===== src/rtl/udc_pkg.sv =====
`default_nettype none
// +----------------------------------------------------------------------+
// | Module      : udc_pkg                                                |
// | Description : Shared types and constants for the up/down counter     |
// |               sequencing controller (state encoding, direction       |
// |               constants, default widths, state helper).              |
// | Revision    : 1.0  initial release                                   |
// +----------------------------------------------------------------------+
package udc_pkg;

  localparam int UDC_N_DEFAULT     = 8;
  localparam int UDC_RW_DEFAULT    = 4;
  localparam int UDC_DWELL_DEFAULT = 3;

  localparam logic DIR_UP   = 1'b1;
  localparam logic DIR_DOWN = 1'b0;

  // HOLD_HI / HOLD_LO are only reachable when the dwell feature is built in.
  typedef enum logic [2:0] {
    IDLE    = 3'd0,
    LOAD    = 3'd1,
    UP      = 3'd2,
    DOWN    = 3'd3,
    DONE    = 3'd4,
    HOLD_HI = 3'd5,
    HOLD_LO = 3'd6
  } udc_state_t;

  // A run is in progress (drives busy).
  function automatic logic is_active(input udc_state_t s);
    return (s == LOAD) || (s == UP) || (s == DOWN) ||
           (s == HOLD_HI) || (s == HOLD_LO);
  endfunction

endpackage
`default_nettype wire


===== src/rtl/udc_dwell_timer.sv =====
`default_nettype none
// +----------------------------------------------------------------------+
// | Module      : udc_dwell_timer                                        |
// | Description : Loadable down-counter with an expiry strobe, used to   |
// |               hold the counter at each turning point.                |
// |               Compiled only when UDC_DWELL_EN is defined.            |
// | Revision    : 1.0  initial release                                   |
// +----------------------------------------------------------------------+
`ifdef UDC_DWELL_EN
module udc_dwell_timer #(
  parameter int WIDTH = 2
) (
  input  logic             clk,
  input  logic             rst_n,
  input  logic             i_load,
  input  logic [WIDTH-1:0] i_load_val,
  output logic             o_expired
);

  logic [WIDTH-1:0] r_cnt;

  // Reload while idle; count down to zero and stick there while holding.
  always_ff @(posedge clk or negedge rst_n) begin
    if (!rst_n) begin
      r_cnt <= '0;
    end else if (i_load) begin
      r_cnt <= i_load_val;
    end else if (r_cnt != '0) begin
      r_cnt <= r_cnt - WIDTH'(1);
    end
  end

  assign o_expired = (r_cnt == '0);

endmodule
`endif
`default_nettype wire


===== src/rtl/updowncount_ctrl.sv =====
`default_nettype none
// +----------------------------------------------------------------------+
// | Module      : updowncount_ctrl                                       |
// | Description : Sequencer for the n-bit up/down counter: loads lo,     |
// |               counts up to hi and back to lo for a programmed number |
// |               of rounds, with busy/done/err status.                  |
// |               Optional macro UDC_DWELL_EN adds DWELL-cycle holds at  |
// |               each turning point.                                    |
// | Revision    : 1.0  initial release                                   |
// +----------------------------------------------------------------------+
module updowncount_ctrl
  import udc_pkg::*;
#(
  parameter int n     = UDC_N_DEFAULT,
  parameter int RW    = UDC_RW_DEFAULT,
  parameter int DWELL = UDC_DWELL_DEFAULT
) (
  input  logic          Clock,
  input  logic          Resetn,
  input  logic          start,
  input  logic          stop,
  input  logic [n-1:0]  lo,
  input  logic [n-1:0]  hi,
  input  logic [RW-1:0] rounds,
  input  logic [n-1:0]  Q,
  output logic [n-1:0]  R,
  output logic          L,
  output logic          E,
  output logic          up_down,
  output logic          busy,
  output logic          done,
  output logic          err,
  output logic [RW-1:0] round_cnt
);

  udc_state_t    r_state;
  udc_state_t    w_next;
  logic [n-1:0]  r_lo;
  logic [n-1:0]  r_hi;
  logic [RW-1:0] r_rounds;
  logic [RW-1:0] r_round_cnt;
  logic          r_busy;
  logic          r_done;
  logic          r_err;

  logic          w_accept;
  logic          w_bad;
  logic          w_at_top;
  logic          w_at_bot;
  logic          w_last;
  logic [RW-1:0] w_rc_inc;
  logic          w_dwell_done;

  assign w_accept = (r_state == IDLE) && start && !stop;
  assign w_bad    = (hi <= lo);
  // Turn one step early so the counter's next edge lands exactly on the bound.
  assign w_at_top = (Q == (r_hi - n'(1)));
  assign w_at_bot = (Q == (r_lo + n'(1)));
  assign w_rc_inc = r_round_cnt + RW'(1);
  assign w_last   = (r_rounds != '0) && (w_rc_inc == r_rounds);

`ifdef UDC_DWELL_EN
  localparam udc_state_t c_after_top = HOLD_HI;
  localparam udc_state_t c_after_bot = HOLD_LO;
  localparam int         c_dw_w      = (DWELL > 1) ? $clog2(DWELL) : 1;

  logic w_in_hold;
  assign w_in_hold = (r_state == HOLD_HI) || (r_state == HOLD_LO);

  udc_dwell_timer #(
    .WIDTH (c_dw_w)
  ) u_dwell (
    .clk        (Clock),
    .rst_n      (Resetn),
    .i_load     (!w_in_hold),
    .i_load_val (c_dw_w'(DWELL - 1)),
    .o_expired  (w_dwell_done)
  );
`else
  localparam udc_state_t c_after_top = DOWN;
  localparam udc_state_t c_after_bot = UP;
  assign w_dwell_done = 1'b0;
`endif

  // State register and registered status/latched bounds.
  always_ff @(posedge Clock or negedge Resetn) begin
    if (!Resetn) begin
      r_state     <= IDLE;
      r_lo        <= '0;
      r_hi        <= '0;
      r_rounds    <= '0;
      r_round_cnt <= '0;
      r_busy      <= 1'b0;
      r_done      <= 1'b0;
      r_err       <= 1'b0;
    end else begin
      r_state <= w_next;
      r_busy  <= is_active(w_next);
      r_done  <= (w_next == DONE);
      if (w_accept) begin
        r_lo        <= lo;
        r_hi        <= hi;
        r_rounds    <= rounds;
        r_round_cnt <= '0;
        r_err       <= w_bad;
      end else if ((r_state == DOWN) && !stop && w_at_bot) begin
        r_round_cnt <= w_rc_inc;
      end
    end
  end

  // Next-state decode; stop has priority over every other transition.
  always_comb begin
    w_next = r_state;
    case (r_state)
      IDLE: begin
        if (w_accept) w_next = w_bad ? DONE : LOAD;
      end
      LOAD: begin
        w_next = stop ? IDLE : UP;
      end
      UP: begin
        if (stop)          w_next = IDLE;
        else if (w_at_top) w_next = c_after_top;
      end
      DOWN: begin
        if (stop)          w_next = IDLE;
        else if (w_at_bot) w_next = w_last ? DONE : c_after_bot;
      end
      DONE: begin
        w_next = IDLE;
      end
`ifdef UDC_DWELL_EN
      HOLD_HI: begin
        if (stop)              w_next = IDLE;
        else if (w_dwell_done) w_next = DOWN;
      end
      HOLD_LO: begin
        if (stop)              w_next = IDLE;
        else if (w_dwell_done) w_next = UP;
      end
`endif
      default: begin
        w_next = IDLE;
      end
    endcase
  end

  // Counter controls decode directly from the registered state.
  always_comb begin
    L       = (r_state == LOAD);
    E       = (r_state == UP) || (r_state == DOWN);
    up_down = (r_state == DOWN) ? DIR_DOWN : DIR_UP;
  end

  assign R         = r_lo;
  assign busy      = r_busy;
  assign done      = r_done;
  assign err       = r_err;
  assign round_cnt = r_round_cnt;

endmodule
`default_nettype wire


===== config.mk =====
export PLATFORM = sky130hd
export DESIGN_NAME = updowncount_ctrl
export DESIGN_NICKNAME = d
export VERILOG_FILES = /design/src/rtl/udc_pkg.sv /design/src/rtl/udc_dwell_timer.sv /design/src/rtl/updowncount_ctrl.sv
export SDC_FILE = /design/constraint.sdc
export NUM_CORES = 1
export LEC_CHECK = 0
export CAP_MARGIN = 20
export CORE_ASPECT_RATIO = 0.75
export CORE_UTILIZATION = 53
export DETAILED_ROUTE_END_ITERATION = 10
export PLACE_DENSITY = 0.92
export REMOVE_ABC_BUFFERS = 1
export SETUP_SLACK_MARGIN = 0.15
export SLEW_MARGIN = 20
export SYNTH_ARGS = -nofsm -noshare
export SYNTH_HDL_FRONTEND = slang
export SYNTH_SLANG_ARGS = --single-unit
export TNS_END_PERCENT = 20

===== constraint.sdc =====
create_clock -name Clock -period 3.95 [get_ports Clock]
set_input_delay 0.5925 -clock Clock [delete_from_list [all_inputs] [get_ports Clock]]
set_output_delay 0.5925 -clock Clock [all_outputs]
set_load 0.02 [all_outputs]

# After elaboration in Yosys (flattened, before gate mapping)
# Index checks and enable logic that the tools add are counted.
# Widths: inputs -> output; s select.
# totals
in_bits,32
regBits,30
# classes
order_cmp,1
n_mux,12
eq_ne,12
n_addsub,3
n_reduce_logical,14
# op_table
operator,count
$mux 3,7
$eq 8x8->1,2
$eq 3x2->1 const B,4
$pmux 3 s4,1
$eq 3x3->1 const B,3
$add 8x1->8 const B,1
$le 8x8->1,1
$mux 4,2
$sub 8x1->8 const B,1
$eq 3x1->1 const B,2
$logic_and 1x1->1,5
$logic_or 1x1->1,5
$add 4x1->4 const B,1
$eq 4x4->1,1
$reduce_bool 4->1,1
$logic_not 3->1,1
$mux 2,1
$reduce_bool 2->1,1
$logic_not 1->1,1
$mux 1,1

# Depth between registers and ports, before layout
# depth
word_depth,12
ltp_mapped,8

# Least setup slack after synthesis
# Ideal clock, no wire load.
# synth_path
path_type,reg2reg
start,register r_lo[0] (netlist: R[0])
end,register r_round_cnt[3] (netlist: round_cnt[3])
setup_time_ns,0.078
period_less_slack_ns,2.173
arrival_ns,2.095
n_path_buf,0
stages_incl_launch_ff,8
required_ns,3.872
slack_ns,1.777
path_cell_list,dfrtp_1 -> ha_1 -> and3_1 -> a21oi_1 -> nor4_2 -> o2111ai_4 -> or3_1 -> a21oi_1
# synth_via
elab_chain_len,4
# synth_lines
item,line_no,text
start: declaration,updowncount_ctrl.sv:38,logic [n-1:0] r_lo;
start signal: assignment,updowncount_ctrl.sv:101,r_lo <= lo;
$add 8x1->8,updowncount_ctrl.sv:58,assign w_at_bot = (Q == (r_lo + n'(1)));
$eq 8x8->1,updowncount_ctrl.sv:58,
$logic_and 1x1->1,updowncount_ctrl.sv:106,end else if ((r_state == DOWN) && !stop && w_at_bot) begin
$reduce_bool 2->1 (no source line),n/a,
end signal: assignment,updowncount_ctrl.sv:107,r_round_cnt <= w_rc_inc;
end: declaration,updowncount_ctrl.sv:41,logic [RW-1:0] r_round_cnt;
# No other way between the ends.
# A chain may end at the register's enable or synchronous reset.

# Final worst setup path
# layout_path
start,input Q[7]
end,register r_round_cnt[3] (netlist: round_cnt[3])
# layout_via
elab_chain_len,3
# layout_lines
item,line_no,text
start: declaration,updowncount_ctrl.sv:25,"input logic [n-1:0] Q,"
$eq 8x8->1,updowncount_ctrl.sv:58,
$logic_and 1x1->1,updowncount_ctrl.sv:106,
$reduce_bool 2->1 (no source line),n/a,
# No other way between the ends.

==> flow_metrics.tcl <==
set metrics [dict create \
    synth_edf_count 0 \
    netlist_area_um2 1959 \
    worstMarginPinSlew_ps 717.2 \
    fmax_ghz 0.3891 \
    asyncSetResetFlopFracSynth_pct 100.0 \
    cts_sinks 30 \
    layout_commonest_cell "nand2_1" \
    fp.coreArea_um2 3401 \
    drc_errors 0 \
    holdBufCountCts 0 \
    fin_crit_ps 2570 \
    worstPathRequired_ps 4160 \
    grt_pass1_vias 1749 \
    drv_cap 0 \
    setup_tns_ps 0 \
    drive_gt1_share_pct 5.776 \
    status "completed" \
    slew_violations 0 \
    vias 1890 \
    crit_chain "clkdlybuf4s50_1 -> xor2_1 -> or4b_1 -> o211ai_2 -> o2111ai_4 -> or3_1 -> a21oi_1" \
    met2_length_mm 2.340 \
    seq_area_frac_synth_pct 38.31 \
    fin_crit_sh_pct 65.07 \
    layout_common_cells "nand2_1 (50), clkdlybuf4s50_1 (49), dfrtp_1 (30)" \
    rsz0062_at_grt "no" \
    grt-ovfl-total 0 \
    grt_max_degree 31 \
    critPathKind "in -> reg" \
    clk_path_buf_depth 2 \
    vias_per_cell 5.780 \
    antenna_found_initial 0 \
    cts_buffers 5 \
    path_clk_slew_ps 60 \
    die_y_um 54.66 \
    area_growth_syn_to_layout_pct 33.33 \
    skew_ps 5.267 \
    globalplace.congestion 0.8382 \
    slew_headroom_pct 52.19 \
    wl_per_cell_um 15.36 \
    io_pins 50 \
    wirelength_mm 5.022 \
    layout.nets 320 \
    endpoint_kind "register" \
    cts_tree "done" \
    wl_met3_um 348 \
    leakagePower_nw 1.170 \
    crit_path_start_kind "input pin" \
    ant_nets 0 \
    power.density_nw_per_um2 433.6 \
    hold_viol 0 \
    setup_viol 0 \
    num_antenna_cells 0 \
    drt_iter0_drc 118 \
    yosysWarnings 0 \
    crit_arrival_ps 2780 \
    hold_path_class "reg -> reg" \
    setup_ws_ps 1380 \
    peakVddDrop_v 0.0002539 \
    synth-main-ff-cell "dfrtp_1" \
    max_stage_delay_ps 490 \
    fill_cells 244 \
    reg2reg_slack_ps 1520 \
    dpl.hpwl_mm 3.793 \
    dieArea_um2 3947 \
    grt_use_total_pct 28.75 \
    cts_setup_buffers 0 \
    insertion_delay_ps 290 \
    slowest_stage "or4b_1" \
    ctsResizeCount 0 \
    wl_met1_mm 2.233 \
    io_buffers 49 \
    start_util_pct 57.62 \
    crit_fanout 8 \
    avgSynthCellArea_um2 8.670 \
    grt_pass1_wl_mm 8.217 \
    h-tree-depth 2 \
    netlist_instances 226 \
    cpLargestDelayFamily "simple AND/OR/NAND/NOR gates" \
    top_layer_used "met4" \
    place_ws_ps 1106 \
    drt-pass1-iter-count 5 \
    ys_ff_latch 30 \
    row_count 18 \
    ys_types 42 \
    critPathBufInv 1 \
    die_w_um 72.21 \
    cts_root_buffer "clkbuf_8" \
]
-- kinds of logic (layout without fill, tap and decap cells) --
| group | count (synthesis) | after routing | share of synthesized area [%] |
|---|---|---|---|
| xor gates and xnor gates | 28 | 28 | 12.52 |
| and+or+nand+nor | 97 | 97 | 23.95 |
| buffers and inverters | 19 | 70 | 3.703 |
| AOI/OAI and AO/OA | 38 | 38 | 12.96 |
| adders and majority gates | 11 | 11 | 7.024 |
| DFF | 30 | 30 | 38.31 |
| muxes | 3 | 3 | 1.533 |
-- routing by layer --
layer / up-vias / track usage, %
li1: 882 / -
met1: 891 / 37.21
met2: 103 / 46.57
met3: 14 / 6.262
met4: 0 / 14.05
met5: - / 0
-- state kept, by name, summed over array words and instances, names as in the netlist --
name and count:
r_rounds 4, busy 1, err 1, done 1, round_cnt 4, r_hi 8, R 8, r_state 3
-- cells in the mapped netlist, types with 3 or more instances --
cell type | n | area (µm²)
a21oi_1 | 6 | 30.03
clkbuf_1 | 5 | 18.77
dfrtp_1 | 30 | 750.7
ha_1 | 11 | 137.6
inv_1 | 12 | 45.04
mux2i_1 | 3 | 30.03
nand2_1 | 50 | 187.7
nand3_1 | 3 | 15.01
nand4_1 | 5 | 31.28
nor2_1 | 12 | 45.04
nor2b_1 | 3 | 18.77
nor3_1 | 5 | 25.02
nor4_1 | 3 | 18.77
o21ai_0 | 16 | 80.08
o22ai_1 | 3 | 18.77
xnor2_1 | 17 | 148.9
xor2_1 | 11 | 96.34
-- power breakdown --
part	total [mW]	switching (mW)	internal (mW)
Sequential	0.435	0.0753	0.359
Clock	0.317	0.115	0.201
Combinational	0.381	0.197	0.184
-- path summary, 6_finish.rpt --
path                                            endpoint               startpoint  cells past startpoint
worst max-delay path            round_cnt[3]$_DFFE_PN0P_                     Q[7]                      7
worst min-delay path             r_rounds[0]$_DFFE_PN0P_  r_rounds[0]$_DFFE_PN0P_                      2
worst max register to register  round_cnt[3]$_DFFE_PN0P_         R[0]$_DFFE_PN0P_                      7
worst min register to register   r_rounds[0]$_DFFE_PN0P_  r_rounds[0]$_DFFE_PN0P_                      2
max in group asynchronous                 done$_DFF_PN0_                   Resetn                      2
min in group asynchronous               R[3]$_DFFE_PN0P_                   Resetn                      2
-- metrics by stage --
stage / utilization (%) / std cells / hold slack (ps) / power [mW] / cell area, µm²
after global placement: 73.51 / 320 / 481.3 / 0.7918 / 2500
after global routing: 76.82 / 327 / 527.7 / 1.195 / 2613
final: 76.82 / 327 / 503.5 / 1.133 / 2613
after detailed placement: 73.51 / 320 / 490.4 / 0.8118 / 2500
after CTS: 76.82 / 327 / 506.0 / 1.133 / 2613
after floorplan: - / 219 / 296.9 / 0.6553 / 1932
-- worst register-to-register path, cell delays in order, from the launching register on --
cell and delay (ps):
dfrtp_1 490, ha_1 270, and3_1 210, a21oi_1 100, nor4_2 470, o2111ai_4 270, or3_1 390, a21oi_1 140
-- area by class of cell --
type                    instances  area [µm²]  area share, %
multi-input cells             177        1136          43.49
flip-flops and latches         30       750.7          28.74
repair buffers                 51       505.5          19.35
clock buffers                   6       82.58          3.161
well taps                      50       62.56          2.395
inverters                      12       45.04          1.724
clock inverters                 1       30.03          1.149
(Power assumes the default switching activity.)
